===== config.mk =====
export PLATFORM = sky130hd
export DESIGN_NAME = alu_pipe_flat
export DESIGN_NICKNAME = d
export VERILOG_FILES = /design/src/rtl/alu_pipe_if.sv /design/src/rtl/alu_pipe.sv /design/src/flat_wrapper.sv
export SDC_FILE = /design/constraint.sdc
export NUM_CORES = 1
export LEC_CHECK = 0
export CAP_MARGIN = 20
export CORE_MARGIN = 5
export CORE_UTILIZATION = 25
export DETAILED_ROUTE_END_ITERATION = 12
export MAX_ROUTING_LAYER = met4
export PLACE_DENSITY = 0.39
export SYNTH_ARGS = -nofsm -noshare
export SYNTH_HDL_FRONTEND = slang
export SYNTH_SLANG_ARGS = --single-unit

===== constraint.sdc =====
create_clock -name clk -period 10.5 [get_ports clk]
set_clock_uncertainty 0.05 [all_clocks]
set_input_delay 2.625 -clock clk [delete_from_list [all_inputs] [get_ports clk]]
set_output_delay 2.625 -clock clk [all_outputs]
set_load 0.02 [all_outputs]

===== src/rtl/alu_pipe_if.sv =====
// Operand-issue and result handshake bundle for alu_pipe.
// The WIDTH given here must match the WIDTH of the alu_pipe it is connected to.
interface alu_pipe_if #(
  parameter int WIDTH = 32
);
  localparam int SHW = $clog2(WIDTH);

  logic             in_valid;
  logic             in_ready;
  logic [WIDTH-1:0] A;
  logic [WIDTH-1:0] B;
  logic             cin;
  logic [SHW-1:0]   shamt;
  logic [4:0]       opcode;
  logic             out_valid;
  logic             out_ready;
  logic [WIDTH-1:0] result;
  logic             carryout;
  logic             overflow;
  logic             zero;
  logic             busy;

  modport master (
    output in_valid, A, B, cin, shamt, opcode, out_ready,
    input  in_ready, out_valid, result, carryout, overflow, zero, busy
  );

  modport slave (
    input  in_valid, A, B, cin, shamt, opcode, out_ready,
    output in_ready, out_valid, result, carryout, overflow, zero, busy
  );
endinterface


===== src/rtl/alu_pipe.sv =====
// Registered ALU with valid/ready handshakes, an iterative shift-add multiplier
// and synchronous flush; results are held until the consumer accepts them.
module alu_pipe #(
  parameter int WIDTH = 32,
  localparam int SHW  = $clog2(WIDTH)
) (
  input  logic      clk,
  input  logic      rst_n,
  input  logic      flush,
  alu_pipe_if.slave bus
);

  typedef enum logic [4:0] {
    OP_ADD   = 5'd0,
    OP_SUB   = 5'd1,
    OP_AND   = 5'd2,
    OP_OR    = 5'd3,
    OP_XOR   = 5'd4,
    OP_SLL   = 5'd5,
    OP_SRL   = 5'd6,
    OP_SRA   = 5'd7,
    OP_ROTL  = 5'd8,
    OP_ROTR  = 5'd9,
    OP_SLT   = 5'd10,
    OP_SLTU  = 5'd11,
    OP_MUL   = 5'd12,
    OP_MULHU = 5'd13
  } opcode_t;

  typedef enum logic {
    IDLE,
    MUL_BUSY
  } state_t;

  state_t           state_q, state_d;
  opcode_t          op;
  logic [WIDTH-1:0] a, b;
  logic [SHW-1:0]   shamt;
  logic             accept, is_mul, mul_done, load_alu;

  logic [SHW-1:0]     cnt_q;
  logic [2*WIDTH-1:0] prod_q, prod_step;
  logic [WIDTH-1:0]   mcand_q;
  logic               mulhu_q;
  logic [WIDTH:0]     mul_hi_sum;

  logic [WIDTH:0]   add_sum, sub_sum;
  logic [WIDTH-1:0] alu_res, next_res;
  logic             alu_c, alu_v, next_c, next_v;

  logic             out_valid_q, carry_q, ovf_q, zero_q;
  logic [WIDTH-1:0] result_q;

  assign op       = opcode_t'(bus.opcode);
  assign a        = bus.A;
  assign b        = bus.B;
  assign shamt    = bus.shamt;
  assign is_mul   = (op == OP_MUL) || (op == OP_MULHU);
  assign accept   = bus.in_valid && bus.in_ready;
  assign load_alu = accept && !is_mul;
  assign mul_done = (state_q == MUL_BUSY) && (cnt_q == SHW'(WIDTH - 1));

  assign bus.in_ready  = (state_q == IDLE) && (!out_valid_q || bus.out_ready) && !flush;
  assign bus.busy      = (state_q == MUL_BUSY);
  assign bus.out_valid = out_valid_q;
  assign bus.result    = result_q;
  assign bus.carryout  = carry_q;
  assign bus.overflow  = ovf_q;
  assign bus.zero      = zero_q;

  always_ff @(posedge clk or negedge rst_n) begin
    if (!rst_n) begin
      state_q <= IDLE;
    end else begin
      state_q <= state_d;
    end
  end

  always_comb begin
    state_d = state_q;
    case (state_q)
      IDLE:     if (accept && is_mul) state_d = MUL_BUSY;
      MUL_BUSY: if (mul_done)         state_d = IDLE;
      default:                        state_d = IDLE;
    endcase
    if (flush) state_d = IDLE;
  end

  // One multiplier bit per cycle: the low half of prod_q starts as B and is
  // shifted out while partial products accumulate into the high half.
  assign mul_hi_sum = {1'b0, prod_q[2*WIDTH-1:WIDTH]} + (prod_q[0] ? {1'b0, mcand_q} : '0);
  assign prod_step  = {mul_hi_sum, prod_q[WIDTH-1:1]};

  always_ff @(posedge clk or negedge rst_n) begin
    if (!rst_n) begin
      cnt_q   <= '0;
      prod_q  <= '0;
      mcand_q <= '0;
      mulhu_q <= 1'b0;
    end else if (accept && is_mul) begin
      cnt_q   <= '0;
      prod_q  <= {{WIDTH{1'b0}}, b};
      mcand_q <= a;
      mulhu_q <= (op == OP_MULHU);
    end else if (state_q == MUL_BUSY) begin
      cnt_q   <= cnt_q + 1'b1;
      prod_q  <= prod_step;
    end
  end

  assign add_sum = {1'b0, a} + {1'b0, b} + {{WIDTH{1'b0}}, bus.cin};
  assign sub_sum = {1'b0, a} + {1'b0, ~b} + {{WIDTH{1'b0}}, 1'b1};

  always_comb begin
    alu_res = '0;
    alu_c   = 1'b0;
    alu_v   = 1'b0;
    case (op)
      OP_ADD: begin
        alu_res = add_sum[WIDTH-1:0];
        alu_c   = add_sum[WIDTH];
        alu_v   = (a[WIDTH-1] == b[WIDTH-1]) && (add_sum[WIDTH-1] != a[WIDTH-1]);
      end
      OP_SUB: begin
        alu_res = sub_sum[WIDTH-1:0];
        alu_c   = sub_sum[WIDTH];
        alu_v   = (a[WIDTH-1] != b[WIDTH-1]) && (sub_sum[WIDTH-1] != a[WIDTH-1]);
      end
      OP_AND:  alu_res = a & b;
      OP_OR:   alu_res = a | b;
      OP_XOR:  alu_res = a ^ b;
      OP_SLL:  alu_res = a << shamt;
      OP_SRL:  alu_res = a >> shamt;
      OP_SRA:  alu_res = $unsigned($signed(a) >>> shamt);
      OP_ROTL: alu_res = (a << shamt) | (a >> (WIDTH - int'(shamt)));
      OP_ROTR: alu_res = (a >> shamt) | (a << (WIDTH - int'(shamt)));
      OP_SLT:  alu_res = {{(WIDTH-1){1'b0}}, ($signed(a) < $signed(b))};
      OP_SLTU: alu_res = {{(WIDTH-1){1'b0}}, (a < b)};
      default: alu_res = '0;
    endcase
  end

  always_comb begin
    next_res = alu_res;
    next_c   = alu_c;
    next_v   = alu_v;
    if (mul_done) begin
      next_res = mulhu_q ? prod_step[2*WIDTH-1:WIDTH] : prod_step[WIDTH-1:0];
      next_c   = 1'b0;
      next_v   = !mulhu_q && (prod_step[2*WIDTH-1:WIDTH] != '0);
    end
  end

  // Flush drops the valid but leaves the last result and flags visible.
  always_ff @(posedge clk or negedge rst_n) begin
    if (!rst_n) begin
      out_valid_q <= 1'b0;
      result_q    <= '0;
      carry_q     <= 1'b0;
      ovf_q       <= 1'b0;
      zero_q      <= 1'b0;
    end else if (flush) begin
      out_valid_q <= 1'b0;
    end else if (load_alu || mul_done) begin
      out_valid_q <= 1'b1;
      result_q    <= next_res;
      carry_q     <= next_c;
      ovf_q       <= next_v;
      zero_q      <= (next_res == '0);
    end else if (bus.out_ready) begin
      out_valid_q <= 1'b0;
    end
  end

endmodule


===== src/flat_wrapper.sv =====
// flat-port wrapper written by rule: the top's interface ports become plain ports
module alu_pipe_flat 
#(
  parameter int WIDTH = 32,
  localparam int SHW  = $clog2(WIDTH)
)
  (clk, rst_n, flush, bus_in_valid, bus_A, bus_B, bus_cin, bus_shamt, bus_opcode, bus_out_ready, bus_in_ready, bus_out_valid, bus_result, bus_carryout, bus_overflow, bus_zero, bus_busy);
  alu_pipe_if #(.WIDTH(WIDTH)) bus_i ();
  input  logic clk;
  input  logic rst_n;
  input  logic flush;
  input wire logic [$bits(bus_i.in_valid)-1:0] bus_in_valid;
  input wire logic [$bits(bus_i.A)-1:0] bus_A;
  input wire logic [$bits(bus_i.B)-1:0] bus_B;
  input wire logic [$bits(bus_i.cin)-1:0] bus_cin;
  input wire logic [$bits(bus_i.shamt)-1:0] bus_shamt;
  input wire logic [$bits(bus_i.opcode)-1:0] bus_opcode;
  input wire logic [$bits(bus_i.out_ready)-1:0] bus_out_ready;
  output wire logic [$bits(bus_i.in_ready)-1:0] bus_in_ready;
  output wire logic [$bits(bus_i.out_valid)-1:0] bus_out_valid;
  output wire logic [$bits(bus_i.result)-1:0] bus_result;
  output wire logic [$bits(bus_i.carryout)-1:0] bus_carryout;
  output wire logic [$bits(bus_i.overflow)-1:0] bus_overflow;
  output wire logic [$bits(bus_i.zero)-1:0] bus_zero;
  output wire logic [$bits(bus_i.busy)-1:0] bus_busy;
  assign bus_i.in_valid = bus_in_valid;
  assign bus_i.A = bus_A;
  assign bus_i.B = bus_B;
  assign bus_i.cin = bus_cin;
  assign bus_i.shamt = bus_shamt;
  assign bus_i.opcode = bus_opcode;
  assign bus_i.out_ready = bus_out_ready;
  assign bus_in_ready = bus_i.in_ready;
  assign bus_out_valid = bus_i.out_valid;
  assign bus_result = bus_i.result;
  assign bus_carryout = bus_i.carryout;
  assign bus_overflow = bus_i.overflow;
  assign bus_zero = bus_i.zero;
  assign bus_busy = bus_i.busy;
  alu_pipe #(.WIDTH(WIDTH)) u_core (.clk(clk), .rst_n(rst_n), .flush(flush), .bus(bus_i));
endmodule

==> impl_metrics.ini, run 1 <==
[power]
cellLeakagePower_nw = 10.3
clock_power_share_pct = 20.3
p_int_mw = 1.52
switching_share_pct = 49.3
pwr-share-comb_pct = 54.0
p_per_area_nw_per_um2 = 120
peakVddDrop_uv = 81.6
power_switching_mw = 1.48
seqPwrFrac_pct = 25.6

[worst_setup_path]
worstReg2RegEnd = u_core.bus.zero
reg2reg_depth = 14
cpLargestDelayFamily = compound AO/OA/AOI/OAI gates
cp_common_cell = buf_4
worst-endpoint-arrival_ns = 8.67
slowest_delay_ns = 0.99
worst_path_max_delay_cell = nor3_4
r2r-start = u_core.prod_q[0]
worstPathMaxFanout = 49
cp.required_ns = 10.80
r2r_slack_ns = 4.43
crit_buf_inv = 5
end_kind = flip-flop
crit_chain = buf_6 -> buf_4 -> nor3_4 -> xnor2_2 -> buf_4 -> nor2_1 -> a221oi_1 -> o21ai_0 -> a2111oi_0 -> buf_4 -> o21ai_0 -> a221oi_1 -> buf_4 -> nand4_1 -> nor4_1 -> nand4_1 -> o41ai_2
cp_num_cells = 17
path_class = primary input to flip-flop
startpoint_type = primary input

[sta]
max_freq_mhz = 119
finalCriticalPeriod_ns = 8.38
grt_setup_unrepaired = false
whs_ns = 0.422
tns_ns = 0
setup-violations-final = 0
slew_headroom_pct = 5.21
worst_pin_slew_ns = 1.42
hold_viol = 0
drv_slew = 0
min_period_over_period_pct = 79.8

[drt]
drc = 0
ant_nets = 0
dr_wl_met3_um = 8620
met2WireLength_um = 69700
wl_um = 152000
drtIter0Drc = 3115
wl_met1_um = 65400
vias = 25200
top_layer_used = met4
routedWlPerCell_um = 37.4
firstDrtPassIters = 8
avgViaCountPerCell = 6.21

[floorplan]
num_rows = 108
ios = 118
die_h_um = 305
dieArea_um2 = 93100
die_w_um = 305
core_um2 = 86600
start_util_pct = 25.1

[placed_design]
io_buffers = 117
gp_congestion = 1.07
dp_hpwl_um = 121000

[yosys]
ys_seq_elements = 139
avgSynthCellArea_um2 = 7.64
syn_nets = 3074
ys_types = 98
synth.area.top_cells = dfrtp_1, ha_1, mux2i_1, nand2_1, mux4_2
netlist_area_um2 = 21800
synth.top_cell.area_share_pct = 16.0
synth-warning-count = 0
ys.flop_type = dfrtp_1
async_reset_ff_share_pct = 100
yosysTopAreaCell = dfrtp_1
seq_area_frac_synth_pct = 16.0
synth_edf_count = 0
synth_cells = 2852

[clocking]
ctsHtreeMaxLevel = 4
clockBufferDepth = 2
clk_latency_ns = 0.46
path_clk_slew_ns = 0.07
cts_made_buffers = 17
cts_root_buf = clkbuf_16
cts_resized = 0
clock_sinks = 139
ctsHoldBuffers = 0
post_cts_buffers = 0
cts_tree = yes

[final_layout]
fill_cells = 9405
layout.nets = 3104
final_common_cell = nand2_1
final_cell_mix = nand2_1, nor2_1, o21ai_0, mux2i_1, a21oi_1
multi_input_area_um2 = 16900
drive_above_1_share_pct = 11.7
syn2layout_area_growth_pct = 14.6
seqCellArea_um2 = 3480

[min_path]
hold_path_end = u_core.bus.result[21]
hold_depth = 2
hold_start = u_core.bus.result[21]
hold_class = flip-flop to flip-flop

[flow_run]
maxCapViolations = 0

[status]
status = complete, no violations

[global_routing]
gr-total-overflow = 0
grt_pass1_vias = 24500
antenna_found_initial = 7
grt_use_total_pct = 32.1
grt_max_degree = 80
grt_first_pass_wirelength_um = 208000
-- logic make-up (layout without fill, tap and decap cells) --
family                     count (synthesis)  count (layout)  share of synthesized area [%]
other                                      0               6                              0
muxes                                    275             275                           16.8
and+or+nand+nor                         1027            1027                           22.4
adders and majority gates                142             142                           8.30
xor gates and xnor gates                  62              62                           2.61
buffers and inverters                    352             395                           7.08
DFF                                      139             139                           16.0
AOI/OAI and AO/OA                        855             855                           26.9
-- per-layer routing --
| metal | track usage (%) | up-vias |
|---|---|---|
| met4 | 13.0 | 0 |
| met2 | 51.2 | 1295 |
| met3 | 3.44 | 256 |
| met1 | 41.7 | 12900 |
| li1 | - | 10700 |
| met5 | - | - |
-- layout make-up --
class                      instances  share of cell area (%)
sequential                       139                    13.9
inverter                         115                    1.73
multi-input combinational       2361                    67.5
clock buffer                      18                    1.72
antenna                            6                  0.0601
tap                             1155                    5.79
clock inverter                    14                   0.546
timing repair buffer             248                    8.71
-- flip-flops by register name (all words and copies together) (netlist names) --
register              cells
u_core.bus.busy           1
u_core.bus.result        32
u_core.prod_q            64
u_core.bus.carryout       1
u_core.mcand_q           32
u_core.mulhu_q            1
u_core.bus.zero           1
u_core.bus.out_valid      1
u_core.bus.overflow       1
u_core.cnt_q              5
-- power by group through the flow --
stage          Clock [mW]  Sequential (mW)  Combinational [mW]
2_1_floorplan           0            0.750               0.912
3_3_place_gp            0            0.778                1.59
3_5_place_dp            0            0.778                1.58
4_1_cts             0.631            0.770                1.59
5_1_grt             0.648            0.785                1.71
6_report            0.612            0.770                1.62
-- stage by stage --
stage | area [um^2] | worst slack [ns] | utilization [%] | power (mW) | std cells
detailed placement | 24400 | 1.82 | 28.1 | 2.36 | 4016
CTS | 24900 | 2.30 | 28.8 | 2.99 | 4048
finish | 25000 | 2.12 | 28.8 | 3.01 | 4056
floorplan | 21800 | 3.62 | - | 1.66 | 2852
global placement | 24300 | 1.79 | 28.1 | 2.36 | 4014
global route | 25000 | 2.04 | 28.8 | 3.14 | 4055
-- Yosys cell counts, types with 9 or more instances --
| library cell | count |
|---|---|
| nand2_1 | 406 |
| xor2_1 | 16 |
| a22oi_1 | 68 |
| or4_1 | 9 |
| a221oi_1 | 30 |
| nor2_1 | 193 |
| o22ai_1 | 24 |
| a31oi_1 | 26 |
| a222oi_1 | 9 |
| a221o_1 | 11 |
| clkbuf_1 | 165 |
| a21o_1 | 20 |
| o311ai_0 | 10 |
| o21bai_1 | 16 |
| and2_1 | 49 |
| xnor2_1 | 44 |
| mux2_2 | 45 |
| buf_4 | 14 |
| o221ai_1 | 20 |
| o21a_1 | 14 |
| o21ai_0 | 184 |
| nor2b_1 | 34 |
| dfrtp_1 | 139 |
| o31ai_1 | 24 |
| buf_1 | 14 |
| a21oi_1 | 156 |
| nand3_1 | 66 |
| o32ai_1 | 9 |
| or2_2 | 10 |
| nand4_1 | 35 |
| mux2i_1 | 160 |
| nand2b_1 | 32 |
| ha_1 | 138 |
| o211ai_1 | 50 |
| nor4_1 | 29 |
| mux4_2 | 63 |
| inv_1 | 110 |
| a22o_1 | 10 |
| nor3_1 | 79 |
| buf_2 | 27 |
| and3_1 | 16 |
| a211oi_1 | 48 |
| or3_1 | 22 |
| a2111oi_0 | 14 |
| buf_6 | 15 |
-- worst max-delay path by stage --
stage / startpoint / end / slack [ns]
2_1_floorplan: bus_shamt[1] / u_core.bus.zero / 3.62
3_3_place_gp: bus_shamt[2] / u_core.bus.zero / 1.79
3_5_place_dp: bus_shamt[2] / u_core.bus.zero / 1.82
4_1_cts: bus_shamt[2] / u_core.bus.zero / 2.30
5_1_grt: bus_shamt[2] / u_core.bus.zero / 2.04
6_report: bus_shamt[0] / u_core.bus.zero / 2.12
-- worst reg2reg max path: stages, from the launching register on --
cell	delay, ns
dfrtp_1	1.02
and2_1	0.26
ha_1	0.27
o21ai_0	0.19
a221oi_1	0.80
o31ai_1	0.16
o21ai_0	0.66
a21boi_0	0.33
xor2_1	0.41
nor2_1	0.13
nor4_1	0.32
nand4_1	0.23
nor4_1	0.63
nand4_1	0.23
o41ai_2	0.31
(Power assumes the default switching activity.)
==> inputs of run 2 (changes only) <==
- clock period: 10.5 -> 8.4 ns (I/O delays scaled with it)
==> run 2 against run 1 <==
Sequential power increased by 24%; core utilization increased by 0.16 points; flip-flop and latch count unchanged; clock power increased by 28%; die area unchanged; hold slack about the same; via count increased by 0.85%; largest power group unchanged.
==> impl_metrics.ini, run 2 (synthesis results as in run 1) <==
[sta]
slew_headroom_pct = 13.2
worst_pin_slew_ns = 1.29
max_freq_mhz = 132
tns_ns = 0
setup-violations-final = 0
hold_viol = 0
min_period_over_period_pct = 89.9
finalCriticalPeriod_ns = 7.56
drv_slew = 0
grt_setup_unrepaired = false

[power]
cellLeakagePower_nw = 10.4
peakVddDrop_uv = 106
p_per_area_nw_per_um2 = 150
power_mw = 3.75

[drt]
drc = 0
routedWlPerCell_um = 35.5
wl_um = 145000
ant_nets = 0
avgViaCountPerCell = 6.24
firstDrtPassIters = 9
vias = 25400
drtIter0Drc = 3054

[clocking]
post_cts_buffers = 0
cts_made_buffers = 17
clk_latency_ns = 0.45
clockBufferDepth = 2
cts_resized = 0
ctsHtreeMaxLevel = 4
cts_root_buf = clkbuf_16
ctsHoldBuffers = 0
path_clk_slew_ns = 0.07
clock_sinks = 139
cts_tree = yes

[worst_setup_path]
end_kind = flip-flop
startpoint_type = primary input
worst_path_max_delay_cell = o41ai_1
r2r_slack_ns = 3.06
crit_buf_inv = 4
worstPathMaxFanout = 48
worstReg2RegEnd = u_core.bus.overflow
r2r-start = u_core.prod_q[0]
reg2reg_depth = 15
cpLargestDelayFamily = compound AO/OA/AOI/OAI gates
crit_chain = buf_6 -> clkinv_1 -> ha_1 -> xor2_4 -> buf_4 -> mux4_2 -> nor2_1 -> o21ai_0 -> o21ai_0 -> o41ai_1 -> o2111ai_1 -> nor4_1 -> nand4_1 -> nor4_1 -> buf_4 -> nand4_1 -> o41ai_2
cp.required_ns = 8.70
worst-endpoint-arrival_ns = 7.86
path_class = primary input to flip-flop
slowest_delay_ns = 0.96

[floorplan]
die_h_um = 305
num_rows = 108
core_um2 = 86600
dieArea_um2 = 93100
ios = 118
die_w_um = 305
start_util_pct = 25.1

[final_layout]
drive_above_1_share_pct = 12.1
stdcell_area_um2 = 25100
layoutNonFillerInstCount = 4076
seqCellArea_um2 = 3480
layout.nets = 3125
syn2layout_area_growth_pct = 15.3
largest_register_ffs = 64
regMostFlops = u_core.prod_q
multi_input_area_um2 = 16800
fill_cells = 9379
final_common_cell = nand2_1
final_cell_mix = nand2_1, nor2_1, o21ai_0, mux2i_1, a21oi_1

[global_routing]
grt_first_pass_wirelength_um = 200000
grt_use_total_pct = 30.5
grt_max_degree = 83
gr-total-overflow = 0
antenna_found_initial = 8
grt_pass1_vias = 24600

[status]
status = complete, no violations

[placed_design]
gp_congestion = 1.09
post-place-cells = 4037
dpl_cell_area_um2 = 24500
io_buffers = 117
dp_hpwl_um = 116000

[min_path]
hold_class = flip-flop to flip-flop
hold_depth = 2
hold_path_end = u_core.bus.result[14]
hold_start = u_core.bus.result[14]

[flow_run]
maxCapViolations = 0
[run 2: cell count changes in the layout (fill, tap and decap cells not counted), moves of 3 or more]
cell,previous run,this run
buf_4,128,148
nor2_1,187,190
nor2_2,6,3
inv_6,6,3
[run 2: worst max path at each step]
stage                       from               to  cells after the start
finish              bus_shamt[0]  u_core.bus.zero                     17
global route            bus_A[7]  u_core.bus.zero                     17
CTS                 bus_shamt[0]  u_core.bus.zero                     17
detailed placement  bus_shamt[0]  u_core.bus.zero                     17
global placement    bus_shamt[0]  u_core.bus.zero                     17
floorplan           bus_shamt[1]  u_core.bus.zero                     19
[run 2: report_power, final]
part	internal [mW]	switching (mW)
Clock	0.447	0.339
Sequential	0.824	0.130
Combinational	0.675	1.34
[run 2: cell type report]
type                    count  area share (%)
diodes                      5          0.0498
clock buffers              19            1.76
clock inverters            13           0.563
inverters                 115            1.72
multi-input cells        2361            67.0
flip-flops and latches    139            13.9
well taps                1155            5.76
repair buffers            269            9.27
[run 2: metrics by stage]
| step | hold WS [ns] | util (%) | worst slack (ns) |
|---|---|---|---|
| after floorplan | 0.392 | - | 2.04 |
| after global placement | 0.409 | 28.2 | 0.458 |
| after detailed placement | 0.416 | 28.3 | 0.641 |
| after CTS | 0.429 | 28.9 | 1.07 |
| after global routing | 0.456 | 29.0 | 0.730 |
| final | 0.422 | 29.0 | 0.845 |
[run 2: layer usage]
metal	routed length (um)	global-route usage, %	up-vias
met5	0	-	-
met4	8480	14.5	0
met3	10300	3.70	313
met2	64700	47.1	1449
met1	61300	40.1	12900
li1	-	-	10800
[run 2: worst min-delay path: stages (launching register included)]
cell and delay (ns):
dfrtp_1 0.34, nand2_1 0.05, nand2_1 0.05
